`src/rtl/imsic_msi_ingress.sv`:
```
// MSI seteipnum write ingress: decodes bus writes into (hart, file, EIID) events and queues them in a FWFT FIFO.
// Optional macro IMSIC_SETEIPNUM_BE_EN enables big-endian seteipnum at page offset 4.
module imsic_msi_ingress #(
    parameter int NrHarts      = 4,
    parameter int NrGuestFiles = 2,
    parameter int NrSources    = 64,
    parameter int AddrW        = 32,
    parameter int DataW        = 32,
    parameter int FifoDepth    = 4,
    parameter logic [AddrW-1:0] MBaseAddr = 32'h2400_0000,
    parameter logic [AddrW-1:0] SBaseAddr = 32'h2800_0000,
    parameter int HartW = (NrHarts > 1) ? $clog2(NrHarts) : 1,
    parameter int FileW = $clog2(NrGuestFiles + 2),
    parameter int SrcW  = $clog2(NrSources)
) (
    input  logic               i_clk,
    input  logic               ni_rst,
    input  logic               i_wvalid,
    output logic               o_wready,
    input  logic [AddrW-1:0]   i_waddr,
    input  logic [DataW-1:0]   i_wdata,
    input  logic [DataW/8-1:0] i_wbe,
    output logic               o_wack,
    output logic               o_werr,
    output logic               o_valid,
    input  logic               i_ready,
    output logic [HartW-1:0]   o_hart,
    output logic [FileW-1:0]   o_file,
    output logic [SrcW-1:0]    o_eiid,
    output logic [15:0]        o_drop_cnt
);

    localparam int PerHartS = NrGuestFiles + 1;
    localparam int NrSPages = NrHarts * PerHartS;
    // One extra value of headroom so the per-hart divisor always fits in the page width.
    localparam int PageW = $clog2(NrSPages + 1);
    localparam int PtrW  = $clog2(FifoDepth);
    localparam int CntW  = $clog2(FifoDepth) + 1;
    localparam int EvW   = HartW + FileW + SrcW;

    localparam logic [AddrW-1:0] MSpan   = AddrW'(NrHarts * 4096);
    localparam logic [AddrW-1:0] SSpan   = AddrW'(NrSPages * 4096);
    localparam logic [PageW-1:0] GDiv    = PageW'(PerHartS);
    localparam logic [SrcW:0]    SrcLim  = (SrcW + 1)'(NrSources);
    localparam logic [DataW-1:0] ValMask = {{(DataW - SrcW){1'b0}}, {SrcW{1'b1}}};

    function automatic logic [DataW-1:0] byte_mask(input logic [DataW/8-1:0] be);
        logic [DataW-1:0] m;
        m = '0;
        for (int i = 0; i < DataW / 8; i++) begin
            m[i*8 +: 8] = {8{be[i]}};
        end
        return m;
    endfunction

`ifdef IMSIC_SETEIPNUM_BE_EN
    function automatic logic [31:0] byte_rev32(input logic [31:0] d);
        return {d[7:0], d[15:8], d[23:16], d[31:24]};
    endfunction
`endif

    logic [AddrW-1:0] off_m, off_s;
    logic             m_hit, s_hit;
    logic [HartW-1:0] page_m, s_hart, ev_hart;
    logic [PageW-1:0] page_s;
    logic [FileW-1:0] s_file, ev_file;
    logic [DataW-1:0] dmask;
    logic [SrcW-1:0]  val;
    logic             off_ok, be_ok, upper_ok, legal;
    logic             accept, push, pop;

    assign off_m  = i_waddr - MBaseAddr;
    assign off_s  = i_waddr - SBaseAddr;
    assign m_hit  = (i_waddr >= MBaseAddr) && (off_m < MSpan);
    assign s_hit  = (i_waddr >= SBaseAddr) && (off_s < SSpan);
    assign page_m = off_m[12 +: HartW];
    assign page_s = off_s[12 +: PageW];
    assign s_hart = HartW'(page_s / GDiv);
    assign s_file = FileW'(page_s % GDiv) + FileW'(1);
    assign dmask  = byte_mask(i_wbe);

    // M-level pages win if the two windows were ever configured to overlap.
    assign ev_hart = m_hit ? page_m : s_hart;
    assign ev_file = m_hit ? '0 : s_file;

`ifdef IMSIC_SETEIPNUM_BE_EN
    logic [31:0] be_word, be_dmask;
    assign be_word  = byte_rev32(i_wdata[31:0]);
    assign be_dmask = byte_rev32(dmask[31:0]);
`endif

    always_comb begin
        val      = '0;
        off_ok   = 1'b0;
        be_ok    = 1'b0;
        upper_ok = 1'b0;
        if (i_waddr[11:0] == 12'd0) begin
            val      = i_wdata[SrcW-1:0];
            off_ok   = 1'b1;
            be_ok    = i_wbe[0];
            upper_ok = ((i_wdata & dmask & ~ValMask) == '0);
        end
`ifdef IMSIC_SETEIPNUM_BE_EN
        else if (i_waddr[11:0] == 12'd4) begin
            val      = be_word[SrcW-1:0];
            off_ok   = 1'b1;
            be_ok    = i_wbe[0] && i_wbe[3];
            upper_ok = ((be_word & be_dmask & ~ValMask[31:0]) == '0);
        end
`endif
        legal = (m_hit || s_hit) && off_ok && be_ok && upper_ok &&
                (val != '0) && ({1'b0, val} < SrcLim);
    end

    logic [EvW-1:0]  mem [FifoDepth];
    logic [PtrW-1:0] wr_ptr, rd_ptr;
    logic [CntW-1:0] count;

    assign o_wready = (count < CntW'(FifoDepth));
    assign o_valid  = (count != '0);
    assign accept   = i_wvalid && o_wready;
    assign push     = accept && legal;
    assign pop      = o_valid && i_ready;
    assign {o_hart, o_file, o_eiid} = o_valid ? mem[rd_ptr] : '0;

    // Acceptance stage: event storage carries no reset, only control does.
    always_ff @(posedge i_clk) begin
        if (push) begin
            mem[wr_ptr] <= {ev_hart, ev_file, val};
        end
    end

    always_ff @(posedge i_clk or negedge ni_rst) begin
        if (!ni_rst) begin
            wr_ptr     <= '0;
            rd_ptr     <= '0;
            count      <= '0;
            o_wack     <= 1'b0;
            o_werr     <= 1'b0;
            o_drop_cnt <= '0;
        end else begin
            o_wack <= accept;
            o_werr <= accept && !legal;
            if (push) wr_ptr <= wr_ptr + 1'b1;
            if (pop)  rd_ptr <= rd_ptr + 1'b1;
            case ({push, pop})
                2'b10:   count <= count + 1'b1;
                2'b01:   count <= count - 1'b1;
                default: count <= count;
            endcase
            if (accept && !legal && (o_drop_cnt != 16'hFFFF)) begin
                o_drop_cnt <= o_drop_cnt + 16'd1;
            end
        end
    end

endmodule

```
`config.mk`:
```
export PLATFORM = sky130hd
export DESIGN_NAME = imsic_msi_ingress
export DESIGN_NICKNAME = d
export VERILOG_FILES = /design/src/rtl/imsic_msi_ingress.sv
export SDC_FILE = /design/constraint.sdc
export NUM_CORES = 1
export LEC_CHECK = 0
export CELL_PAD_IN_SITES_DETAIL_PLACEMENT = 0
export CELL_PAD_IN_SITES_GLOBAL_PLACEMENT = 1
export CORE_ASPECT_RATIO = 0.5
export CORE_UTILIZATION = 40
export DETAILED_ROUTE_END_ITERATION = 8
export GPL_ROUTABILITY_DRIVEN = 0
export GPL_TIMING_DRIVEN = 0
export PLACE_DENSITY = 0.9
export SLEW_MARGIN = 20
export SYNTH_ARGS = -nofsm -noshare
export SYNTH_HDL_FRONTEND = slang
export SYNTH_SLANG_ARGS = --single-unit
```
`constraint.sdc`:
```
create_clock -name i_clk -period 3.1 [get_ports i_clk]
set_input_delay 0.62 -clock i_clk [delete_from_list [all_inputs] [get_ports i_clk]]
set_output_delay 0.62 -clock i_clk [all_outputs]
set_load 0.005 [all_outputs]
```
Word-level counts from Yosys, hierarchy flattened:

Memory sizes are Yosys's and may differ from the RTL's.
Index checks and enable logic that the tools add are counted.

* bitwise logic cells: 1
* div/mod/pow operators: 2
* shift-type cells: 0
* reduce and logical (&&, ||, !) cells: 18
* $lt $le $gt $ge: 5
* mux-type cells: 10
* equality and inequality tests: 3
* $add $sub $neg: 8
* multipliers: 0

Operator list (number)
* >= comparator 32 x 30 -> 1 bit, second input constant: 2
* subtractor 32 x 30 -> 32 bit, second input constant: 2
* AND 32 bit: 1
* zero test 32 bit: 1
* < comparator 32 x 15 -> 1 bit, second input constant: 1
* < comparator 32 x 16 -> 1 bit, second input constant: 1
* adder 16 x 1 -> 16 bit, second input constant: 1
* != test 16 bit, second input constant: 1
* zero test 12 bit: 1
* logical AND 1 bit: 11
* two-way mux 10 bit: 1
* adder 2 x 1 -> 2 bit, second input constant: 3
* two-way mux 6 bit: 1
* case mux 3 bit (2 select lines): 1
* nonzero test 6 bit: 1
* two-way mux 1 bit: 5
* divider 4 x 2 -> 4 bit, second input constant: 1
* modulo 4 x 2 -> 4 bit, second input constant: 1
* two-way mux 2 bit: 2
* adder 3 x 1 -> 3 bit, second input constant: 1
* < comparator 3 bit, second input constant: 1
* nonzero test 3 bit: 1
* subtractor 3 x 1 -> 3 bit, second input constant: 1
* == test 2 x 1 -> 1 bit, second input constant: 1
* 4 further kinds: 4

* bits in read-only memories: 0
* latch bits: 0
* output and inout bits: 30
* RAM bits: 40
* input port bits: 72
* memories: 1
* register bits: 25

Memory list
* mem: depth 4, width 10, rd ports 1, clocked after Yosys merged registers in 0, wr ports 1, RTL line 115 `logic [EvW-1:0] mem [FifoDepth];`

Logic depth before layout (Yosys ltp):

Gate-level depths: netlist (run 1).

* depth in word-level cells: 11
* depth in mapped cells: 14

Least setup slack after synthesis (run 1):

No wires, ideal clock.

* path type: input port to flip-flop
* start point: input port i_waddr[27]
* end point: register count[1]
* data arrival time: 3072 ps
* stages: 11
* setup slack: -55 ps
* setup time: 83 ps
* path through: inv_1 > ha_1 > or4_4 > a2111oi_4 > nor2_1 > nor4b_4 > inv_1 > ha_1 > inv_1 > fa_1 > o21ai_0

* longest elaborated chain between the ends: 11

RTL lines
* from (decl): RTL line 20 `input logic [AddrW-1:0] i_waddr,`
* subtractor 32 x 30 -> 32 bit (on tied branches): RTL line 72, 73
* < comparator 32 x 15 -> 1 bit or < comparator 32 x 16 -> 1 bit (tied branches): RTL line 74, 75
* logical AND 1 bit (on tied branches): RTL line 74, 75
* logical OR 1 bit *: RTL line 111 `legal = (m_hit || s_hit) && off_ok && be_ok && upper_ok &&`
* logical AND 1 bit * (4 in a row): RTL line 111
* logical AND 1 bit *: RTL line 122 `assign push = accept && legal;`
* == test 2 x 1 -> 1 bit or == test 2 bit (tied branches): RTL line 146 `case ({push, pop})`
* case mux 3 bit (2 select lines) or nonzero test 2 bit (tied branches)
* to (signal assigned): RTL line 147 `2'b10: count <= count + 1'b1;`
* to (signal assigned): RTL line 148 `2'b01: count <= count - 1'b1;`
* to (signal assigned): RTL line 149 `default: count <= count;`
* to (decl): RTL line 117 `logic [CntW-1:0] count;`

Every way passes the cells marked *; elsewhere a longest branch is shown, timed or not.
A chain may end at the register's enable or synchronous reset.

Worst setup path after layout (run 1):

* start point: input port i_waddr[28]
* end point: register count[2]

The elaborated chain is that of the path after synthesis.

==> results of run 1 <==
==> layout make-up <==
cell class	count	area, µm²	area share [%]
sequential	65	1830	37.6
tap	112	140	2.88
buffer	5	20.0	0.412
multi-input combinational	170	1460	30.1
clock buffer	9	225	4.63
timing repair buffer	106	1030	21.3
inverter	16	60.1	1.23
clock inverter	7	93.8	1.93
==> state kept, by name, summed over array words and instances, names as in the netlist <==
register    count
count           3
o_drop_cnt     16
wr_ptr          2
rd_ptr          2
o_werr          1
mem            40
o_wack          1
==> synth_stat cells (all sizes together), types with 3 or more instances <==
| library cell | n | share of area [%] |
|---|---|---|
| and2 | 22 | 4.1 |
| and3 | 7 | 1.3 |
| and4 | 3 | 0.79 |
| clkbuf | 4 | 0.45 |
| dfrtp | 25 | 19 |
| edfxtp | 40 | 36 |
| ha | 11 | 4.1 |
| inv | 15 | 1.7 |
| mux4 | 10 | 6.8 |
| nand2 | 10 | 1.1 |
| nand3 | 8 | 1.2 |
| nand4 | 11 | 2.1 |
| nor2 | 11 | 1.2 |
| nor2b | 3 | 0.57 |
| nor3 | 3 | 0.60 |
| nor4 | 6 | 1.1 |
| o21ai | 7 | 1.1 |
| or4 | 7 | 1.7 |
| xnor2 | 21 | 5.5 |
==> how the worst min path moves through the flow <==
stage              from         to  slack (ns)
3_5_place_dp   count[1]   count[1]        0.48
6_report         ni_rst  rd_ptr[0]        0.28
2_1_floorplan    ni_rst   count[0]        0.32
3_3_place_gp   count[0]   count[0]        0.46
5_1_grt          ni_rst  rd_ptr[0]        0.33
4_1_cts        count[1]   count[1]        0.50
==> stage by stage <==
step | std cells | setup TNS [ns] | setup WS, ns | cell area (µm²)
finish | 490 | 0 | 0.0922 | 4860
global route | 490 | -0.0259 | -0.0259 | 4860
CTS | 486 | 0 | 0.00715 | 4820
detailed placement | 468 | -33.40 | -0.873 | 4460
global placement | 468 | -29.29 | -0.745 | 4460
floorplan | 256 | 0 | 0.00441 | 3320
==> logic make-up after synthesis <==
group | after synthesis | synth area share, %
AOI/OAI and AO/OA | 18 | 4.30
xor gates and xnor gates | 23 | 6.07
muxes | 14 | 8.07
DFF | 65 | 55.0
buffers and inverters | 21 | 2.37
and+or+nand+nor | 103 | 19.4
adders and majority gates | 12 | 4.75
==> cell usage in the layout (no fill, tap or decap), drive strengths merged, types with 4 or more instances in the layout <==
cell type	instances
o21ai	7
nand2	10
dfrtp	25
nand3	8
nor2	11
mux4	10
edfxtp	40
clkdlybuf4s50	95
buf	9
nand4	11
inv	16
clkbuf	13
clkinv	4
nor4	6
ha	11
and2	22
or4	7
xnor2	21
and3	7
==> timing repair <==
action | in CTS | in global routing
buffers inserted | 2 | 4
endpoints found under the setup margin | 51 | 46
gates resized for setup | 17 | 11
pin swaps | 3 | 8
==> where the power goes <==
part	switching (mW)	internal [mW]
Clock	0.367	0.703
Sequential	0.0752	1.00
Combinational	0.341	0.510
Total	0.784	2.21
==> routing by layer <==
metal	global-route usage [%]	vias up
met5	0	-
met2	35.9	50
met3	4.61	16
li1	-	1194
met4	7.18	0
met1	21.7	1225
==> reports/results.txt, run 1 <==
Via density = 5.07
leakage power = 1.75 nW
quantity of hold-fixing buffers added after cts = 0
drt drc = 0
synthesized flop and latch total = 65
Total Die Area = 8690 µm²
Bufs on Longest Clock Path = 2
ANT cells = 0
CP startpoint = i_waddr[28]
leftover overflow at the end of global routing = 0
count of buffers inserted at the top-level ports = 100
Crit Reg-Reg Endpoint = o_drop_cnt[5]
number of iterations in the first detailed-routing pass = 4
violation count after the first detailed-route iteration = 139
floorplan die height = 66.4 µm
buffer cell driving the clock tree root = clkbuf_16
via count of the first global-routing pass = 2,594
layout net count = 457
x dimension of the die = 131 µm
Initial Util = 41.3%
slowest stage cell on the critical path = or4_4
Arr. time, crit path = 3.21 ns
time the final worst path needs with I/O delays and setup = 3.01 ns
CP endpoint = count[2]
fraction of final layout cells with drive strength greater than 1 = 14.3%
final setup fails = 0
final hold slack = 0.282 ns
first-pass GRT wire length = 12,400 µm
worst reg2reg setup slack = 0.97 ns
pin count of the biggest net entering global routing = 26
clock slew seen by the registers of the worst setup and hold paths = 0.06 ns
overall power consumption = 3.00 mW
number of enable-type register cells in the synthesized netlist = 40
critical path peak fanout = 5
cell family contributing the most delay on the critical path = simple AND/OR/NAND/NOR gates
Std-Cell Rows = 23
type of the most critical hold path = in -> async
Routed Antenna Nets = 0
required time of the critical path = 3.31 ns
total length of routed met3 wires = 246 µm
number of slew-limit violations in the final report = 0
transition time at the pin with the least slew margin = 0.629 ns
number of max-capacitance violations reported = 0
Max H-tree Level = 3
path depth of the worst reg2reg path = 6
power per standard cell area = 616 nW/µm²
FFs w/ async S/R, synth = 38.5%
Final Cycle Share = 97.0%
Max-Slew Margin vs Limit = 58.0%
number of antenna violations at the first check in global routing = 0
library cells used by synthesis = 47
synthesis warning total = 0
Vias = 2,485
Post-Synthesis Cell Area = 3320 µm²
Max Clock Skew = 0.00276 ns
most numerous cell on the critical path = inv_1
nature of the critical path startpoint = primary input
boundary pin count = 102
Crit Reg-Reg Startpoint = o_drop_cnt[8]
half-perimeter wire length after placement = 5760 µm
Post-Syn Instances = 256
detailed-routed wire length on met2 = 3970 µm
predominant post-synthesis flop cell = edfxtp_1
status = finished clean
aggregate routed wire length = 7610 µm
CTS tree = done
worst path bufs/invs = 4
top layer reached by signal wires = met4
filler instances = 594
type of the worst setup path = in -> reg
overall fraction of global-route tracks in use = 19.3%
total core area = 8030 µm²
number of clock buffers inserted by TritonCTS = 9
delay of the slowest critical-path stage = 0.49 ns
met1 routed wirelength after detailed routing = 3270 µm
Critical Path, Cell by Cell = clkdlybuf4s15_2 > inv_1 > ha_2 > or4_4 > a2111oi_4 > nor2_2 > nor4b_4 > inv_1 > ha_2 > inv_1 > fa_2 > xor2_1 > nor2_1 > xnor2_1
synthesized area divided by synthesized cell count = 13.0 µm²
Final Hold Violating Endpoints = 0
count of clock tree sinks = 65
Area Growth Syn to Fin = 46.6%
RSZ-0062 raised after global routing = true
Max VDD drop = 0.254 mV
Critical Path Sink Type = flop
insertion delay to the later sink of the worst-skew pair = 0.32 ns
post-detailed-route wirelength per cell = 15.5 µm
max frequency = 332 MHz
register area share after synthesis = 55.0%
final core utilization = 60.6%
logic depth of the worst setup path including buffers = 14
synthesized net count = 340
(Power assumes the default switching activity.)
==> inputs of run 2 (changes only) <==
--- a/config.mk
+++ b/config.mk
@@ -13,6 +13,7 @@
 export GPL_ROUTABILITY_DRIVEN = 0
 export GPL_TIMING_DRIVEN = 0
 export PLACE_DENSITY = 0.9
+export REMOVE_ABC_BUFFERS = 1
 export SLEW_MARGIN = 20
 export SYNTH_ARGS = -nofsm -noshare
 export SYNTH_HDL_FRONTEND = slang
==> run 2 against run 1 <==
Combinational power is 9.6% lower. Clock-buffer cell count stayed put. Via count is 0.28% higher. Sequential power is 6% higher. Wire length is 2.4% higher. Critical path type unchanged. Critical endpoint is now count[1]. Largest power group unchanged.
==> reports/results.txt, run 2 (same netlist as run 1, synthesis figures left out) <==
Critical Path, Cell by Cell = clkdlybuf4s50_1 > nand2_1 > nand4b_1 > a2111oi_4 > nor2_2 > nor4b_4 > inv_1 > ha_1 > inv_1 > fa_1 > o21ai_1
status = finished clean
Bufs on Longest Clock Path = 2 (unchanged)
number of slew-limit violations in the final report = 0 (unchanged)
post-detailed-route wirelength per cell = 16.1 µm (+3.7%)
register containing the most flip-flops in the final layout = mem
largest registers ranked by flip-flop count = mem: 40 flops, o_drop_cnt: 16 flops, count: 3 flops
final hold slack = 0.280 ns (-0.00170 ns)
clock slew seen by the registers of the worst setup and hold paths = 0.05 ns (about the same)
Std-Cell Rows = 23 (unchanged)
P_int = 2.20 mW (-0.71%)
Arr. time, crit path = 3.26 ns (+0.05 ns)
number of antenna violations at the first check in global routing = 0 (unchanged)
insertion delay to the later sink of the worst-skew pair = 0.33 ns (about the same)
Vias = 2,492 (+0.28%)
count of clock tree sinks = 65 (unchanged)
Max H-tree Level = 3 (unchanged)
time the final worst path needs with I/O delays and setup = 3.01 ns (+0.00676 ns)
number of iterations in the first detailed-routing pass = 4 (unchanged)
Final Cycle Share = 97.2% (+0.22 points)
max reg flops = 40 (unchanged)
nature of the critical path startpoint = primary input
number of max-capacitance violations reported = 0 (unchanged)
buffer cell driving the clock tree root = clkbuf_16
Final Hold Violating Endpoints = 0 (unchanged)
max frequency = 332 MHz (-0.22%)
via count of the first global-routing pass = 2,544 (-1.9%)
required time of the critical path = 3.35 ns (+0.04 ns)
cell count after placement = 464 (-0.85%)
type of the most critical hold path = in -> async
count of buffers inserted at the top-level ports = 101 (+1.0%)
final setup fails = 0 (unchanged)
fraction of final layout cells with drive strength greater than 1 = 12.6% (-1.7 points)
post-route non-filler standard cell count = 484 (-1.2%)
relative contribution of the clock network to total power = 36.1% (+0.4 points)
CTS tree = done
drt drc = 0 (unchanged)
worst path bufs/invs = 3 (-1)
pin count of the biggest net entering global routing = 26 (unchanged)
overall power consumption = 2.98 mW (-0.60%)
cell family contributing the most delay on the critical path = buffers and inverters
Via density = 5.15 (+1.5%)
aggregate routed wire length = 7800 µm (+2.4%)
leakage power = 1.75 nW (+0.11%)
overall fraction of global-route tracks in use = 19.7% (+0.34 points)
quantity of hold-fixing buffers added after cts = 0 (unchanged)
first-pass GRT wire length = 12,400 µm (+0.27%)
half-perimeter wire length after placement = 5770 µm (+0.24%)
Total Die Area = 8690 µm² (unchanged)
Switching Fraction = 26.2% (+0.079 points)
Critical Path Sink Type = flop
floorplan die height = 66.4 µm (unchanged)
layout net count = 451 (-1.3%)
transition time at the pin with the least slew margin = 0.708 ns (+0.0783 ns)
highest-count cells in the layout ignoring fill and taps = clkdlybuf4s50_1 (95), edfxtp_1 (40), dfrtp_1 (25)
type of the worst setup path = in -> reg
Initial Util = 41.3% (unchanged)
delay of the slowest critical-path stage = 0.57 ns (+0.08 ns)
footprint of the multi-input gates = 1450 µm² (-1.3%)
Routed Antenna Nets = 0 (unchanged)
violation count after the first detailed-route iteration = 126 (-9.4%)
total core area = 8030 µm² (unchanged)
ANT cells = 0 (unchanged)
Max Clock Skew = 0.00402 ns (+0.00126 ns)
switching component of the power = 0.781 mW (-0.30%)
boundary pin count = 102 (unchanged)
critical path peak fanout = 8 (+3)
number of clock buffers inserted by TritonCTS = 9 (unchanged)
leftover overflow at the end of global routing = 0 (unchanged)
Max-Slew Margin vs Limit = 52.8% (-5.2 points)
power per standard cell area = 618 nW/µm² (+0.30%)
area of all sequential standard cells = 1830 µm² (unchanged)
RSZ-0062 raised after global routing = true
filler instances = 622 (+4.7%)
most numerous cell on the critical path = inv_1
x dimension of the die = 131 µm (unchanged)
most common cell after layout, fill and taps aside = clkdlybuf4s50_1
sequential cell fraction of total power = 38.1% (+2.2 points)
Area Growth Syn to Fin = 45.2%
slowest stage cell on the critical path = clkdlybuf4s50_1
logic gate share of total power = 25.8% (-2.6 points)
Max VDD drop = 0.339 mV (+34%)
==> run 2: changes by cell type in the layout (fill, tap and decap cells not counted), moves of 2 or more <==
cell,change
o21ai_0,+3
dlymetal6s2s_1,+2
o21ai_1,-2
buf_2,-2
clkbuf_1,-4
buf_4,-2
clkbuf_2,+2
==> run 2: repair_timing <==
item,4_1_cts,5_1_grt
pin swaps,3,4
endpoints found under the setup margin,43,40
gates resized for setup,11,9
buffers inserted,3,1
==> run 2: power by group through the flow <==
stage               combinational [mW]  sequential, mW  clock, mW
CTS                              0.778            1.14       1.09
global placement                 0.743            1.15          0
global route                     0.843            1.16       1.13
floorplan                        0.357            1.12          0
finish                           0.769            1.14       1.08
detailed placement               0.769            1.16          0
==> run 2: path summary, 6_finish.rpt <==
kind	startpoint	end	slack, ns	cells past startpoint
setup / recovery	i_waddr[15]	count[1]	0.09	11
hold / removal	ni_rst	rd_ptr[0]	0.28	1
setup reg to reg	count[0]	count[2]	0.89	9
hold reg to reg	o_drop_cnt[12]	o_drop_cnt[12]	0.49	1
max in group asynchronous	ni_rst	o_drop_cnt[4]	2.44	1
min in group i_clk	o_drop_cnt[12]	o_drop_cnt[12]	0.49	1
==> run 2: stage by stage <==
stage                     utilization, %  cell area, µm²  TNS (ns)  setup slack (ns)
after floorplan                        -            3300   -0.0901           -0.0546
after global placement              55.4            4450    -29.53            -0.790
after detailed placement            55.4            4450    -34.91            -0.936
after CTS                           59.9            4810         0           0.00128
after global routing                60.0            4820    -0.164           -0.0787
final                               60.0            4820         0            0.0855
==> run 2: area by class of cell <==
class | count | area share, %
sequential | 65 | 37.9
tap | 112 | 2.91
multi-input combinational | 170 | 30.0
clock inverter | 7 | 1.95
clock buffer | 9 | 4.67
inverter | 16 | 1.25
timing repair buffer | 105 | 21.4
==> run 2: worst register-to-register path, stage by stage (launching register included) <==
cell and delay [ns]:
dfrtp_1 0.36, inv_1 0.08, nand3_1 0.37, and2_1 0.26, ha_1 0.20, inv_1 0.07, fa_1 0.38, xor2_1 0.15
nor2_1 0.12, xnor2_1 0.13
==> run 2: routing by layer <==
metal	up-vias	GRT usage, %	wire, µm	part of all wire [%]
met5	-	0	0	0
met4	0	6.32	90	1.2
met3	11	6.07	303	3.9
met2	65	34.7	4120	53
met1	1229	22.9	3290	42
li1	1187	-	-	-
